`src/rtl/sub3_pipe.sv`:
```
// sub3_pipe: two-stage pipelined three-operand subtractor, diff = a - b - c - bin.
// Stage 1 folds the operand inversions and the +2-bin constant into a carry-save
// pair; stage 2 resolves the pair with a Kogge-Stone prefix adder and registers
// the result. Valid/ready handshakes on both ends, no bubbles.
// Optional build macro SUB3_SAT_EN: clamp negative results to zero (neg still
// reports the true sign).
module sub3_pipe #(
    parameter int WIDTH = 16
) (
    input  logic             clk,
    input  logic             rst,
    input  logic             in_valid,
    output logic             in_ready,
    input  logic [WIDTH-1:0] a,
    input  logic [WIDTH-1:0] b,
    input  logic [WIDTH-1:0] c,
    input  logic             bin,
    output logic             out_valid,
    input  logic             out_ready,
    output logic [WIDTH+1:0] diff,
    output logic             neg
);

    localparam int W2 = WIDTH + 2;

    logic [W2-1:0] s1_sum;
    logic [W2-1:0] s1_carry;
    logic          s1_cin;
    logic          s1_valid;

    logic          s2_free;
    logic          s1_adv;
    logic          accept;

    logic [W2-1:0] csa_sum;
    logic [W2-1:0] csa_carry;
    logic [W2-1:0] res;

    assign s2_free  = !out_valid || out_ready;
    assign s1_adv   = s1_valid && s2_free;
    assign in_ready = !s1_valid || s2_free;
    assign accept   = in_valid && in_ready;

    // Carry-save compression of a + ~b + ~c. The shifted-out carry LSB is a free
    // slot that carries +1 of the constant; the remaining +(1-bin) rides in as
    // the prefix adder's carry-in, so no fourth operand is needed.
    always_comb begin
        logic [W2-1:0] op_a;
        logic [W2-1:0] op_b;
        logic [W2-1:0] op_c;
        logic [W2-1:0] maj;
        op_a      = {2'b00, a};
        op_b      = ~{2'b00, b};
        op_c      = ~{2'b00, c};
        csa_sum   = op_a ^ op_b ^ op_c;
        maj       = (op_a & op_b) | (op_a & op_c) | (op_b & op_c);
        csa_carry = {maj[W2-2:0], 1'b1};
    end

    // Stage 1 register: carry-save pair plus carry-in, loaded on an input accept.
    always_ff @(posedge clk) begin
        if (rst) begin
            s1_valid <= 1'b0;
            s1_sum   <= '0;
            s1_carry <= '0;
            s1_cin   <= 1'b0;
        end else if (accept) begin
            s1_valid <= 1'b1;
            s1_sum   <= csa_sum;
            s1_carry <= csa_carry;
            s1_cin   <= ~bin;
        end else if (s1_adv) begin
            s1_valid <= 1'b0;
        end
    end

    // Kogge-Stone prefix resolution of the stage 1 pair. The carry-in is merged
    // into bit 0's generate so the prefix tree covers it without an extra column.
    always_comb begin
        logic [W2-1:0] gen;
        logic [W2-1:0] prop;
        logic [W2-1:0] grp_g;
        logic [W2-1:0] grp_p;
        gen      = s1_sum & s1_carry;
        prop     = s1_sum ^ s1_carry;
        grp_g    = gen;
        grp_p    = prop;
        grp_g[0] = gen[0] | (prop[0] & s1_cin);
        for (int d = 1; d < W2; d = d * 2) begin
            // Descending index order so each level reads the previous level's values.
            for (int i = W2 - 1; i >= d; i--) begin
                grp_g[i] = grp_g[i] | (grp_p[i] & grp_g[i-d]);
                grp_p[i] = grp_p[i] & grp_p[i-d];
            end
        end
        res = prop ^ {grp_g[W2-2:0], s1_cin};
    end

    // Stage 2 output register: loads when stage 1 advances, holds under backpressure.
    always_ff @(posedge clk) begin
        if (rst) begin
            out_valid <= 1'b0;
            diff      <= '0;
            neg       <= 1'b0;
        end else if (s1_adv) begin
            out_valid <= 1'b1;
            neg       <= res[W2-1];
`ifdef SUB3_SAT_EN
            diff      <= res[W2-1] ? '0 : res;
`else
            diff      <= res;
`endif
        end else if (out_ready) begin
            out_valid <= 1'b0;
        end
    end

endmodule

```
`config.mk`:
```
export PLATFORM = sky130hd
export DESIGN_NAME = sub3_pipe
export DESIGN_NICKNAME = d
export VERILOG_FILES = /design/src/rtl/sub3_pipe.sv
export SDC_FILE = /design/constraint.sdc
export NUM_CORES = 1
export LEC_CHECK = 0
export ABC_AREA = 1
export BUFFER_PORTS_ARGS = -buffer_cell sky130_fd_sc_hd__buf_2
export CORE_MARGIN = 5
export CORE_UTILIZATION = 30
export CTS_CLUSTER_DIAMETER = 200
export DETAILED_ROUTE_END_ITERATION = 10
export SLEW_MARGIN = 5
export SYNTH_ARGS = -nofsm -noshare
export SYNTH_HDL_FRONTEND = slang
export SYNTH_SLANG_ARGS = --single-unit
```
`constraint.sdc`:
```
create_clock -name clk -period 5.7 [get_ports clk]
set_input_delay 0.285 -clock clk [delete_from_list [all_inputs] [get_ports clk]]
set_output_delay 0.285 -clock clk [all_outputs]
set_load 0.005 [all_outputs]
```
* Word-level counts from Yosys, hierarchy flattened *
Cells that the tools add are included.

storage, ports and cells
  RAM bits = 0
  output and inout port bits = 21
  bits of input ports = 53
  memories kept = 0
  logic and storage cells = 180
  memory bits (read-only) = 0
  latch bits = 0
  flip-flop bits (word level) = 58

cells by class
  divide/modulo/power cells = 0
  bitwise gates (word level) = 161
  order comparisons = 0
  equality and inequality tests = 0
  shift-type cells = 0
  reductions and logical operators = 8
  multiplexer cells = 4
  add/sub/neg operators = 0
  multipliers = 0

operator list
  cell                 count
  $and A1 B1 Y1        93
  $or A1 B1 Y1         55
  $xor A18 B18 Y18     3
  $not A16 Y18         2
  $and A16 B17 Y17     2
  $and A17 B17 Y17     2
  $or A17 B17 Y17      2
  $xor A16 B18 Y18     1
  $mux W1              4
  $reduce_bool A2 Y1   2
  $logic_and A1 B1 Y1  2
  $logic_not A1 Y1     2
  $logic_or A1 B1 Y1   2
  $not A1 Y1           1

* Depth between registers and ports, before layout *
  depth in word-level cells = 12
  depth in mapped cells = 14
  gate-level depth less buffers = 14

* Least setup slack after synthesis *
Ideal clock, no wire load.

  kind = flip-flop to flip-flop
  start = register s1_carry[0]
  end = register diff[12]
  cell stages (with the launch flop) = 14
  setup time = 0.109 ns
  arrival time = 1.717 ns
  required time = 5.591 ns
  path buffers = 0
  slack = 3.874 ns
  clock period less this slack = 1.826 ns
  cells stage by stage = dfxtp_1 -> fa_1 -> inv_1 -> fa_1 -> inv_1 -> nand3_1 -> nand2_2 -> nand3_1 -> nand2_1 -> nand2_1 -> nand3_1 -> nand3_1 -> nand2_1 -> inv_1

between the ends
  cells in the longest elaborated chain, start to end = 10
  elaborated cells on any way between the ends = 11
  those cells by class = bitwise (11)

RTL lines
  what                    line  text
  from (decl)             27    logic [W2-1:0] s1_carry;
  from (signal assigned)  70    s1_carry <= csa_carry;
  $xor A18 B18 Y18        85    prop = s1_sum ^ s1_carry;
  $and A1 B1 Y1           88    grp_g[0] = gen[0] | (prop[0] & s1_cin);
  $or A1 B1 Y1 (*)        88
  $and A1 B1 Y1 (*)       92    grp_g[i] = grp_g[i] | (grp_p[i] & grp_g[i-d]);
  $or A1 B1 Y1 (*)        92
  $and A1 B1 Y1 (*)       92
  $or A1 B1 Y1 (*)        92
  $and A1 B1 Y1 (*)       92
  $or A1 B1 Y1 (*)        92
  $xor A18 B18 Y18 (*)    96    res = prop ^ {grp_g[W2-2:0], s1_cin};
  to (signal assigned)    111   diff <= res;
  to (decl)               20    output logic [WIDTH+1:0] diff,

Every way passes the cells marked *; elsewhere a longest branch is shown, timed or not.
A chain may end at the register's enable or synchronous reset.

* Worst setup path after layout *
  start = register s1_carry[0]
  end = register diff[14]

The elaborated chain is that of the path after synthesis.

==> results.rst <==
.. list-table::
   :header-rows: 1

   * - Metric
     - Value
   * - Vertical die dimension
     - 115 um
   * - Clk buf depth
     - 2
   * - Run status
     - finished clean
   * - Data required time at the worst endpoint
     - 5.90 ns
   * - Highest clock rate
     - 464 MHz
   * - Routability Congestion
     - 0.829
   * - Switching power
     - 0.273 mW
   * - Count of buffers from port buffering
     - 73
   * - Mean routed wirelength per cell
     - 11.0 um
   * - Aggregate negative setup slack
     - 0 ns
   * - Shortest period the worst path allows
     - 2.15 ns
   * - Post-CTS Setup Inserts
     - 0
   * - # clock sinks
     - 54
   * - Proportion of power drawn by the clock network
     - 28.1%
   * - Arrival time reported for the critical path endpoint
     - 2.36 ns
   * - Leftover overflow at the end of global routing
     - 0
   * - Top cells by area in the synthesized netlist
     - sky130_fd_sc_hd__dfxtp_1 32%, sky130_fd_sc_hd__nor2_1 12%, sky130_fd_sc_hd__fa_1 11%, sky130_fd_sc_hd__inv_1 8.9%, sky130_fd_sc_hd__nand2_1 8.2%
   * - Number of global-route vias before repair
     - 3003
   * - Share of flip-flops with an asynchronous set or reset after synthesis
     - 0%
   * - DR vias/cell
     - 4.33
   * - Nets@finish
     - 628
   * - DRC viols
     - 0
   * - Level count of the clock H-tree
     - 2
   * - Share of post-route cells with drive strength above 1
     - 17.1%
   * - Clock tree from TritonCTS
     - done
   * - Total Power Consumption
     - 0.901 mW
   * - Share of Yosys cell area claimed by the top area cell type
     - 32.4%
   * - Die outline area
     - 13300 um^2
   * - Share of the yosys chip area belonging to registers
     - 32.4%
   * - Cell chosen for the clock root
     - sky130_fd_sc_hd__clkbuf_8
   * - P per Cell Area
     - 231 nW/um^2
   * - Leading cell types by count after synthesis
     - 104 x sky130_fd_sc_hd__nor2_1, 79 x sky130_fd_sc_hd__inv_1, 73 x sky130_fd_sc_hd__nand2_1
   * - Top Ports
     - 74
   * - Syn Nets
     - 564
   * - Largest voltage drop on the vdd net
     - 0.0943 mV
   * - Mapped Cells
     - 478
   * - Static Leakage
     - 2.12 nW
   * - Post-detailed-placement cell area
     - 3790 um^2
   * - Worst slew margin relative to its limit
     - 33.0%
   * - Final critical-path setup slack
     - 3.55 ns
   * - Largest fanout of any net on the critical path
     - 4
   * - Antenna-violating nets left
     - 0
   * - Post-route design area
     - 3900 um^2
   * - Final clock period utilization by the worst path
     - 37.8%
   * - Setup crit start kind
     - flop
   * - Number of distinct standard cells referenced by the synthesized netlist
     - 25
   * - Synthesis Warnings
     - 0
   * - Largest net degree at the start of global routing
     - 40
   * - Final hold vios
     - 0
   * - Switching share of power
     - 30.3%
   * - Final count of pins violating max slew
     - 0
   * - Number of cells on the worst reg-to-reg path
     - 13
   * - Final HPWL DP
     - 5.97 mm
   * - Initial cell density of the core
     - 30.6%
   * - Final setup violation count
     - 0
   * - Kind of end point of the critical path
     - flop
   * - Synth Area per Inst
     - 6.97 um^2
   * - Pre-CTS worst setup slack
     - 3.48 ns
   * - Most frequently used cell type in the post-synthesis netlist
     - sky130_fd_sc_hd__nor2_1
   * - N_diodes
     - 0
   * - Number of placement rows
     - 38
   * - Tot GR Track Use
     - 12.0%
   * - Post-Route Utilization
     - 35.8%
   * - Area of the core region
     - 10900 um^2
   * - Transition time at the pin with the least slew margin
     - 1.00 ns
   * - Fin Clk Skew
     - 0.0103 ns
   * - Post-cts sizing count
     - 0
   * - Number of antenna violations at the first check in global routing
     - 0
   * - Quantity of hold-fixing buffers added after cts
     - 0
   * - Number of flops mapped to enable cells by yosys
     - 0
   * - Cts bufs inserted
     - 5
   * - Unrepaired setup endpoints after global routing
     - no
   * - Horizontal die dimension
     - 115 um
   * - Top cell type by total area after synthesis
     - sky130_fd_sc_hd__dfxtp_1
   * - Sequential fraction of design power
     - 47.3%
   * - # placed instances
     - 675
   * - DRT Wirelength
     - 7.48 mm
   * - Type of the worst setup path
     - reg2reg
   * - Global-route wire length before repair
     - 13.1 mm
   * - Logic gate share of total power
     - 24.5%
   * - DR pass1 iterations
     - 5
   * - Hold WC Path Type
     - in2reg
   * - Area growth from synthesis to final layout
     - 16.9%
   * - Number of violations reported at the end of detailed-routing iteration 0
     - 123
   * - Final-layout worst hold slack
     - 0.165 ns
   * - Flops & latches, synth
     - 54
   * - Total internal power
     - 0.627 mW
   * - Vias post-DR
     - 2956
   * - Number of max-cap violations
     - 0
   * - Clk slew on worst S/H paths
     - 0.09 ns
   * - Top flip-flop cell by instance count after synthesis
     - sky130_fd_sc_hd__dfxtp_1
   * - Cell count of the worst hold path
     - 2
   * - Summed instance area of the synthesized netlist
     - 3330 um^2
   * - Non-filler cells in the finished layout
     - 683
   * - Clock latency on the worst-skew pair
     - 0.31 ns
==> worst max-delay path, stage by stage, from the launching register on <==
cell	delay (ns)
sky130_fd_sc_hd__dfxtp_1	0.43
sky130_fd_sc_hd__fa_1	0.27
sky130_fd_sc_hd__inv_1	0.07
sky130_fd_sc_hd__fa_1	0.40
sky130_fd_sc_hd__inv_1	0.10
sky130_fd_sc_hd__nand3_1	0.09
sky130_fd_sc_hd__nand2_2	0.11
sky130_fd_sc_hd__nand2_1	0.05
sky130_fd_sc_hd__nand2_1	0.09
sky130_fd_sc_hd__nand3b_1	0.10
sky130_fd_sc_hd__nand3_1	0.09
sky130_fd_sc_hd__nand3_1	0.10
sky130_fd_sc_hd__nand2_1	0.10
sky130_fd_sc_hd__inv_1	0.05
==> registers in the layout (all words and copies together) (netlist names) <==
signal     count
diff          17
s1_carry      17
s1_sum        16
neg            1
out_valid      1
s1_cin         1
s1_valid       1
==> cells in the final DEF, fill, tap and decap left out <==
master                      synthesis  routed
sky130_fd_sc_hd__nor3_1             2       2
sky130_fd_sc_hd__nand2_2            5       5
sky130_fd_sc_hd__nand3_1           25      25
sky130_fd_sc_hd__bufinv_16          0       1
sky130_fd_sc_hd__ha_1              15      15
sky130_fd_sc_hd__o211ai_1           2       2
sky130_fd_sc_hd__xor2_1             6       6
sky130_fd_sc_hd__clkbuf_1           4       2
sky130_fd_sc_hd__clkbuf_8           0       5
sky130_fd_sc_hd__nor2_1           104     104
sky130_fd_sc_hd__buf_2              7      73
sky130_fd_sc_hd__inv_2              1       1
sky130_fd_sc_hd__o21ai_0           47      47
sky130_fd_sc_hd__nand2_1           73      73
sky130_fd_sc_hd__o21ai_1            1       1
sky130_fd_sc_hd__nand3b_1           1       1
sky130_fd_sc_hd__nand3_2            2       2
sky130_fd_sc_hd__inv_1             79      79
sky130_fd_sc_hd__and2_1             1       1
sky130_fd_sc_hd__a21oi_2            3       3
sky130_fd_sc_hd__nor2_2             2       2
sky130_fd_sc_hd__fa_1              18      18
sky130_fd_sc_hd__a21oi_1           20      20
sky130_fd_sc_hd__dfxtp_1           54      54
sky130_fd_sc_hd__nor3_2             1       1
==> routing by layer <==
layer  vias up  track usage (%)  wire length (um)
met5         -                0                 0
met4         0             2.35                59
met3         8             2.63               425
met2        65             19.0              3120
met1      1292             16.8              3880
li1       1591                -                 -
==> cell families after synthesis <==
group	synth area share, %
xor gates and xnor gates	1.58
AOI/OAI and AO/OA	11.4
buffers and inverters	11.5
DFF	32.4
and+or+nand+nor	26.6
adders and majority gates	16.4
==> worst paths after layout <==
kind,startpoint,to,slack (ns)
setup / recovery,s1_carry[0],diff[14],3.55
hold / removal,bin,s1_cin,0.16
setup reg to reg,s1_carry[0],diff[14],3.55
hold reg to reg,s1_sum[2],s1_sum[2],0.50
==> power by group through the flow <==
stage | Sequential, mW | Clock (mW) | Combinational, mW
after floorplan | 0.433 | 0 | 0.151
after global placement | 0.434 | 0 | 0.219
after detailed placement | 0.436 | 0 | 0.222
after CTS | 0.427 | 0.261 | 0.224
after global routing | 0.430 | 0.276 | 0.261
final | 0.426 | 0.254 | 0.221
==> cell type report <==
| class | instances | area (um^2) |
|---|---|---|
| Tap cell | 140 | 175 |
| Multi-Input combinational cell | 328 | 1870 |
| Sequential cell | 54 | 1080 |
| Fill cell | 1188 | 6990 |
| Timing Repair Buffer | 73 | 365 |
| Clock inverter | 1 | 30.0 |
| Clock buffer | 7 | 76.3 |
| Inverter | 80 | 300 |
Note: power is estimated with default switching activity, not from simulation.
